File: config.mk
export PLATFORM = sky130hd
export DESIGN_NAME = serializer
export DESIGN_NICKNAME = d
export VERILOG_FILES = /design/src/rtl/serializer.sv
export SDC_FILE = /design/constraint.sdc
export NUM_CORES = 1
export LEC_CHECK = 0
export CAP_MARGIN = 20
export CORE_AREA = 2 2 39 41
export DETAILED_ROUTE_END_ITERATION = 6
export DIE_AREA = 0 0 41 43
export PLACE_DENSITY = 0.66
export SYNTH_ARGS = -nofsm -noshare
export SYNTH_HDL_FRONTEND = slang
export SYNTH_SLANG_ARGS = --single-unit
File: constraint.sdc
create_clock -name clk -period 1 [get_ports clk]
set_input_delay 0.1 -clock clk [delete_from_list [all_inputs] [get_ports clk]]
set_output_delay 0.1 -clock clk [all_outputs]
set_load 0.05 [all_outputs]
File: src/rtl/serializer.sv
// Parallel-to-serial transmitter: accepts a WIDTH-bit word when idle and shifts it out LSB first, DIV cycles per bit.
// First bit appears the cycle after acceptance; load is ignored (no backpressure queue) while a frame is in flight.
module serializer #(
    parameter int WIDTH = 5,
    parameter int DIV   = 1
) (
    input  logic             clk,
    input  logic             reset,
    input  logic [WIDTH-1:0] data_in,
    input  logic             load,
    output logic             ready,
    output logic             sout,
    output logic             sout_valid,
    output logic             done
);

    localparam int BW = $clog2(WIDTH);
    localparam int DW = (DIV > 1) ? $clog2(DIV) : 1;
    localparam logic [BW-1:0] BIT_LAST = BW'(WIDTH - 1);
    localparam logic [DW-1:0] DIV_LAST = DW'(DIV - 1);

    typedef enum logic {
        IDLE  = 1'b0,
        SHIFT = 1'b1
    } state_t;

    state_t           state_q, state_d;
    logic [WIDTH-1:0] shreg_q, shreg_d;
    logic [BW-1:0]    bit_cnt_q, bit_cnt_d;
    logic [DW-1:0]    div_cnt_q, div_cnt_d;
    logic             valid_q, valid_d;
    logic             done_q, done_d;

    always_ff @(posedge clk or posedge reset) begin
        if (reset) begin
            state_q   <= IDLE;
            shreg_q   <= '0;
            bit_cnt_q <= '0;
            div_cnt_q <= '0;
            valid_q   <= 1'b0;
            done_q    <= 1'b0;
        end else begin
            state_q   <= state_d;
            shreg_q   <= shreg_d;
            bit_cnt_q <= bit_cnt_d;
            div_cnt_q <= div_cnt_d;
            valid_q   <= valid_d;
            done_q    <= done_d;
        end
    end

    always_comb begin
        state_d   = state_q;
        shreg_d   = shreg_q;
        bit_cnt_d = bit_cnt_q;
        div_cnt_d = div_cnt_q;
        valid_d   = valid_q;
        done_d    = 1'b0;
        case (state_q)
            IDLE: begin
                if (load) begin
                    state_d   = SHIFT;
                    shreg_d   = data_in;
                    bit_cnt_d = '0;
                    div_cnt_d = '0;
                    valid_d   = 1'b1;
                end
            end
            SHIFT: begin
                if (div_cnt_q == DIV_LAST) begin
                    div_cnt_d = '0;
                    // Zero fill leaves the register clear by the end of a frame, so sout idles low.
                    shreg_d   = shreg_q >> 1;
                    if (bit_cnt_q == BIT_LAST) begin
                        state_d   = IDLE;
                        bit_cnt_d = '0;
                        valid_d   = 1'b0;
                        done_d    = 1'b1;
                    end else begin
                        bit_cnt_d = bit_cnt_q + BW'(1);
                    end
                end else begin
                    div_cnt_d = div_cnt_q + DW'(1);
                end
            end
            default: state_d = IDLE;
        endcase
    end

    assign ready      = (state_q == IDLE);
    assign sout       = shreg_q[0];
    assign sout_valid = valid_q;
    assign done       = done_q;

endmodule

==> summary.md, run 1 <==
| Metric | Value |
|---|---|
| Vias in the first global route | `359` |
| Synthesized area | `500 um2` |
| Layout cells sized above 1 | `0.348` |
| RSZ-0062 raised after global routing | `true` |
| Achievable Freq | `936 MHz` |
| CTS tree | `built` |
| Synthesized net count | `59` |
| Mean Syn Cell Area | `10.2 um2` |
| Initial Util | `0.362` |
| First-pass GRT wire length | `1.48 mm` |
| Startpoint type of the worst setup path | `register` |
| Synthesis-stage register bit count | `11` |
| Overflow after GRT | `0` |
| Area after DPL | `689 um2` |
| CP arrival | `1.26 ns` |
| Final hold violation count | `0` |
| Total power | `2.44 mW` |
| Area grow syn2layout | `54.2%` |
| Yosys synthesis warning count | `0` |
| Port bufs | `11` |
| Most frequent cells in the layout | `dfrtp_1, nand2_1, clkdlybuf4s50_1` |
| Worst min-delay path class | `input pin to async pin` |
| DRT Wirelength | `959 um` |
| Final HPWL DP | `685 um` |
| Tot GR Track Use | `0.132` |
| Die area | `1760 um2` |
| Netlist cell types | `15` |
| Core footprint | `1380 um2` |
| Synth Instances | `49` |
| Leading cell type in the layout, fill and taps excluded | `dfrtp_1` |
| Slowest CP cell | `dfrtp_1` |
| RePlAce Congestion | `0.736` |
| Power Density | `3160 nW/um2` |
| DRC violations left | `0` |
| Max_cap viols | `0` |
| Min Tclk post-route | `1.07 ns` |
| Final Cell Area | `772 um2` |
| Reg clk slew, reported paths | `0.07 ns` |
| Critical path required time | `1.19 ns` |
| ANT cells | `0` |
| Clock Tree Root | `clkbuf_4` |
| Clk_skew | `0.00223 ns` |
| Violated checks | `negative setup slack` |
| Worst VDD drop | `1530 uV` |
| LEAKAGE | `0.360 nW` |
| # setup viols final | `2` |
| Clock Sinks | `11` |
| Final Net Count | `80` |
| Vias | `389` |
| CTS H-tree lvls | `1` |
| Core Rows | `14` |
| Routed Antenna Nets | `0` |
| Pin count of the biggest net entering global routing | `12` |
| Fillers | `127` |
| Period utilization | `1.07` |
| Setup CP Type | `register to register` |
| Final worst slack | `-0.0682 ns` |
| Vias/cell | `4.58` |
| First-pass iteration count of the detailed router | `2` |
| Clock Path Buffers | `2` |
| Status | `finished with violations` |
| CTS Hold Bufs | `0` |
| Slew Limit Fails | `0` |
| Die width | `41 um` |
| Slew @ Worst Pin | `0.197 ns` |
| Sequential area share after synthesis | `0.550` |
| Slowest stage delay, CP | `0.42 ns` |
| TritonCTS Buffers | `3` |
| CP Capture Type | `register` |
| Dpl ws | `-0.128 ns` |
| Clk_lat worst skew | `0.28 ns` |
| Num ports | `12` |
| Slew HR | `0.868` |
| Initial antenna violation count | `0` |
| Die Ht | `43 um` |
| CP max FO | `3` |
| DR iter-0 viols | `1` |
| Crit-path cells | `ha_2 -> nor2_1 -> mux2i_1 -> o22ai_1` |
| Per-cell routed wire length | `11.3 um` |
[per-stage QoR]
stage	std cells	setup TNS (ns)	util	hold slack (ns)
after global placement	79	-0.855	0.498	0.393
after CTS	84	-0.0503	0.529	0.101
after global routing	85	-0.332	0.558	0.141
after floorplan	49	0	-	-0.0476
after detailed placement	79	-0.995	0.498	0.397
final	85	-0.0877	0.558	0.0938
[routing by layer]
| metal | global-route usage | vias to the layer above | routed length, um |
|---|---|---|---|
| met4 | 0.100 | 0 | 32 |
| met2 | 0.169 | 13 | 421 |
| met5 | 0 | - | 0 |
| li1 | - | 198 | - |
| met3 | 0.0314 | 3 | 66 |
| met1 | 0.183 | 175 | 438 |
[final cells by class]
| cell class | count | area (um2) | area share |
|---|---|---|---|
| multi-input cells | 32 | 221 | 0.287 |
| clock buffers | 4 | 26.3 | 0.0340 |
| inverters | 4 | 17.5 | 0.0227 |
| repair buffers | 18 | 210 | 0.272 |
| well taps | 16 | 20.0 | 0.0259 |
| flip-flops and latches | 11 | 277 | 0.358 |
[logic make-up (layout without fill, tap and decap cells)]
logic type	count (synthesis)	in the layout	synth area share
simple gates	16	16	0.125
flops	11	11	0.550
compound gates	8	8	0.0875
mux	6	6	0.120
buf+inv	6	26	0.0675
fa+ha+maj	2	2	0.0500
[worst max-delay path, delay by kind of cell, from the launching register on]
family | cells | cell delay, ns
compound gates | 1 | 0.15
fa+ha+maj | 1 | 0.21
flops | 1 | 0.42
mux | 1 | 0.09
simple gates | 1 | 0.12
[path summary, 6_finish.rpt]
check                                          from                       end  slack, ns  cells past startpoint
max                        bit_cnt_q[0]$_DFFE_PP0P_  bit_cnt_q[2]$_DFFE_PP0P_      -0.07                      4
min                                           reset  bit_cnt_q[1]$_DFFE_PP0P_       0.09                      3
max reg2reg                bit_cnt_q[0]$_DFFE_PP0P_  bit_cnt_q[2]$_DFFE_PP0P_      -0.07                      4
min reg2reg                  shreg_q[3]$_DFFE_PP0P_    shreg_q[2]$_DFFE_PP0P_       0.49                      2
max in group asynchronous                     reset         state_q$_DFF_PP0_       0.75                      3
min in group clk                         data_in[4]    shreg_q[4]$_DFFE_PP0P_       0.44                      3
[state kept, by name (all words and copies together), names as in the netlist]
signal,count
shreg_q,5
done,1
state_q,1
bit_cnt_q,3
sout_valid,1
[Yosys cell counts (all sizes together)]
cell	number	area [um2]
dfrtp	11	275
nand2	10	37.5
mux2i	6	60.1
nor2	6	25.0
o21ai	5	25.0
inv	4	15.0
buf	2	18.8
ha	2	25.0
a21oi	1	5.00
o22ai	1	6.26
o31ai	1	7.51
[timing repair]
| item | CTS | global route |
|---|---|---|
| resized for setup | 5 | 9 |
| setup endpoints to repair | 4 | 9 |
| pin swaps | 3 | 3 |
| hold endpoints to repair | 0 | 0 |
| setup buffers | 1 | 1 |
[power by group]
part	internal [mW]	switching [mW]	total, mW	leakage (nW)
registers	0.629	0.162	0.791	0.141
logic	0.660	0.682	1.34	0.205
clock network	0.155	0.155	0.310	0.0150
total	1.44	0.998	2.44	0.360
Note: power is estimated with default switching activity, not from simulation.
==> run 2: changes to the inputs <==
--- a/config.mk
+++ b/config.mk
@@ -9,7 +9,7 @@
 export CORE_AREA = 2 2 39 41
 export DETAILED_ROUTE_END_ITERATION = 6
 export DIE_AREA = 0 0 41 43
-export PLACE_DENSITY = 0.66
+export PLACE_DENSITY_LB_ADDON = 0.12
 export SYNTH_ARGS = -nofsm -noshare
 export SYNTH_HDL_FRONTEND = slang
 export SYNTH_SLANG_ARGS = --single-unit
==> run 2 against run 1 <==
  * Register-to-register slack better by 0.08 ns
  * Global-route usage is 0.32 points higher
  * Worst setup slack better by 0.085 ns
  * Clock-buffer cell count stayed put
  * Clock power is 5% lower
  * Power is 1.7% lower
  * Combinational power hardly changed
  * Sequential share of layout area stayed put
  * The flow now finishes without violations
  * Die area stayed put
  * Maximum frequency is 8.6% higher
==> summary.md, run 2 (same netlist as run 1, synthesis figures left out) <==
| Metric | Value |
|---|---|
| Status | `finished clean` |
| First-pass GRT wire length | `1.51 mm (+1.9%)` |
| Clk_skew | `0.00118 ns (-0.00105 ns)` |
| RSZ-0062 raised after global routing | `true` |
| Port bufs | `11 (unchanged)` |
| Area after DPL | `697 um2 (+1.1%)` |
| DRC violations left | `0 (unchanged)` |
| Tot GR Track Use | `0.135 (+0.00320)` |
| Number of flip-flops in the largest register | `5 (unchanged)` |
| CP arrival | `1.13 ns (-0.13 ns)` |
| Final Net Count | `82 (+2.5%)` |
| Pin count of the biggest net entering global routing | `12 (unchanged)` |
| Fillers | `136 (+7.1%)` |
| Area grow syn2layout | `54.2% (unchanged)` |
| FF+latch area | `277 um2 (unchanged)` |
| Die width | `41 um (unchanged)` |
| Final HPWL DP | `673 um (-1.7%)` |
| CP Capture Type | `register` |
| Initial antenna violation count | `0 (unchanged)` |
| CP delay by family, top | `flip-flops` |
| CP Buf/Inv Count | `1 (+1)` |
| Critical path required time | `1.15 ns (-0.04 ns)` |
| Slowest CP cell | `dfrtp_1` |
| LEAKAGE | `0.367 nW (+1.8%)` |
| TritonCTS Buffers | `3 (unchanged)` |
| Clock Path Buffers | `2 (unchanged)` |
| Fin cells | `87 (+2.4%)` |
| Slew HR | `0.868 (about the same)` |
| Worst VDD drop | `1070 uV (-30%)` |
| CP max FO | `2 (-1)` |
| Initial Util | `0.362 (unchanged)` |
| Clk_lat worst skew | `0.26 ns (-0.02 ns)` |
| WHS | `0.114 ns (+0.0199 ns)` |
| RePlAce Congestion | `0.663 (-9.9%)` |
| Flop2flop setup slack | `0.02 ns (+0.08 ns)` |
| Area of the multi-input gates | `210 um2 (-5.1%)` |
| Routed Antenna Nets | `0 (unchanged)` |
| ANT cells | `0 (unchanged)` |
| First-pass iteration count of the detailed router | `4 (+2)` |
| Worst min-delay path class | `input pin to async pin` |
| DRT Wirelength | `913 um (-4.8%)` |
| Min Tclk post-route | `0.983 ns (-0.0848 ns)` |
| Leading cell type in the layout, fill and taps excluded | `dfrtp_1` |
| Slew Limit Fails | `0 (unchanged)` |
| Total power | `2.40 mW (-1.7%)` |
| Top flop regs | `shreg_q: 5 flops, bit_cnt_q: 3 flops` |
| Power Density | `3110 nW/um2 (-1.7%)` |
| # setup viols final | `0 (-2)` |
| Slowest stage delay, CP | `0.40 ns (-0.02 ns)` |
| Dpl ws | `-0.129 ns (-0.00162 ns)` |
| Reg clk slew, reported paths | `0.07 ns (about the same)` |
| R2R depth | `5 (+1)` |
| CTS H-tree lvls | `1 (unchanged)` |
| DR iter-0 viols | `3 (+2)` |
| Clock Sinks | `11 (unchanged)` |
| Most frequent cells in the layout | `dfrtp_1, nand2_1, buf_4` |
| Setup CP Type | `register to register` |
| Num ports | `12 (unchanged)` |
| CTS Hold Bufs | `0 (unchanged)` |
| Die Ht | `43 um (unchanged)` |
| Startpoint type of the worst setup path | `register` |
| Crit-path cells | `inv_2 -> ha_4 -> nor2_1 -> mux2i_1 -> o22ai_1` |
| Reg2reg start | `bit_cnt_q[1]$_DFFE_PP0P_` |
| Top reg by flops | `shreg_q` |
| Period utilization | `0.983 (-0.0848)` |
| Max_cap viols | `0 (unchanged)` |
| Vias in the first global route | `365 (+1.7%)` |
| Die area | `1760 um2 (unchanged)` |
| Crit path from | `bit_cnt_q[1]$_DFFE_PP0P_` |
| CTS tree | `built` |
| Final hold violation count | `0 (unchanged)` |
| Slew @ Worst Pin | `0.196 ns (-0.000329 ns)` |
| Core footprint | `1380 um2 (unchanged)` |
| Per-cell routed wire length | `10.5 um (-7.0%)` |
| Clock Tree Root | `clkbuf_4` |
| Vias | `397 (+2.1%)` |
| Core Rows | `14 (unchanged)` |
| Final Cell Area | `772 um2 (unchanged)` |
| Achievable Freq | `1020 MHz (+8.6%)` |
| Cell count after placement | `80 (+1.3%)` |
| Final worst slack | `0.0166 ns (+0.0848 ns)` |
| Overflow after GRT | `0 (unchanged)` |
| Vias/cell | `4.56 (-0.29%)` |
| RR Endpoint | `bit_cnt_q[2]$_DFFE_PP0P_` |
| Layout cells sized above 1 | `0.338 (-0.00980)` |
## run 2: timing repair
item                       in CTS  in global routing
pin swaps                       2                  2
hold endpoints to repair        0                  0
buffers inserted                2                  1
setup endpoints to repair       5                  9
gates resized for setup         7                  3
## run 2: worst min-delay path, cell delays in order
cell,delay (ns)
clkdlybuf4s50_1,0.39
inv_1,0.05
buf_4,0.18
## run 2: worst max-delay path by stage
stage	end	slack [ns]	cells past startpoint
2_1_floorplan	sout_valid$_DFFE_PP0P_	0.03	5
3_3_place_gp	shreg_q[0]$_DFFE_PP0P_	-0.11	4
3_5_place_dp	bit_cnt_q[1]$_DFFE_PP0P_	-0.13	4
4_1_cts	bit_cnt_q[2]$_DFFE_PP0P_	0.006	5
5_1_grt	sout_valid$_DFFE_PP0P_	-0.03	5
6_report	bit_cnt_q[2]$_DFFE_PP0P_	0.02	5
## run 2: layout make-up
cell class                 instances  area share
tap                               16      0.0259
inverter                           4      0.0227
multi-input combinational         32       0.272
clock buffer                       4      0.0340
timing repair buffer              20       0.287
sequential                        11       0.358
## run 2: through the flow
stage	utilization	TNS (ns)
after floorplan	-	0
after global routing	0.558	-0.113
after global placement	0.504	-0.799
after detailed placement	0.504	-0.922
after CTS	0.547	0
final	0.558	0
## run 2: metal layers
layer / wire [um] / global-route usage / part of all wire / vias up
met4: 0 / 0.0800 / 0 / 0
met1: 411 / 0.163 / 0.45 / 183
li1: - / - / - / 206
met5: 0 / 0 / 0 / -
met2: 462 / 0.178 / 0.51 / 8
met3: 40 / 0.0785 / 0.044 / 0
## run 2: power by group
group          switching [mW]  leakage, nW  internal [mW]  total [mW]
combinational           0.648        0.211          0.673        1.32
clock                   0.140       0.0150          0.154       0.295
sequential              0.155        0.141          0.629       0.784
total                   0.943        0.367           1.46        2.40
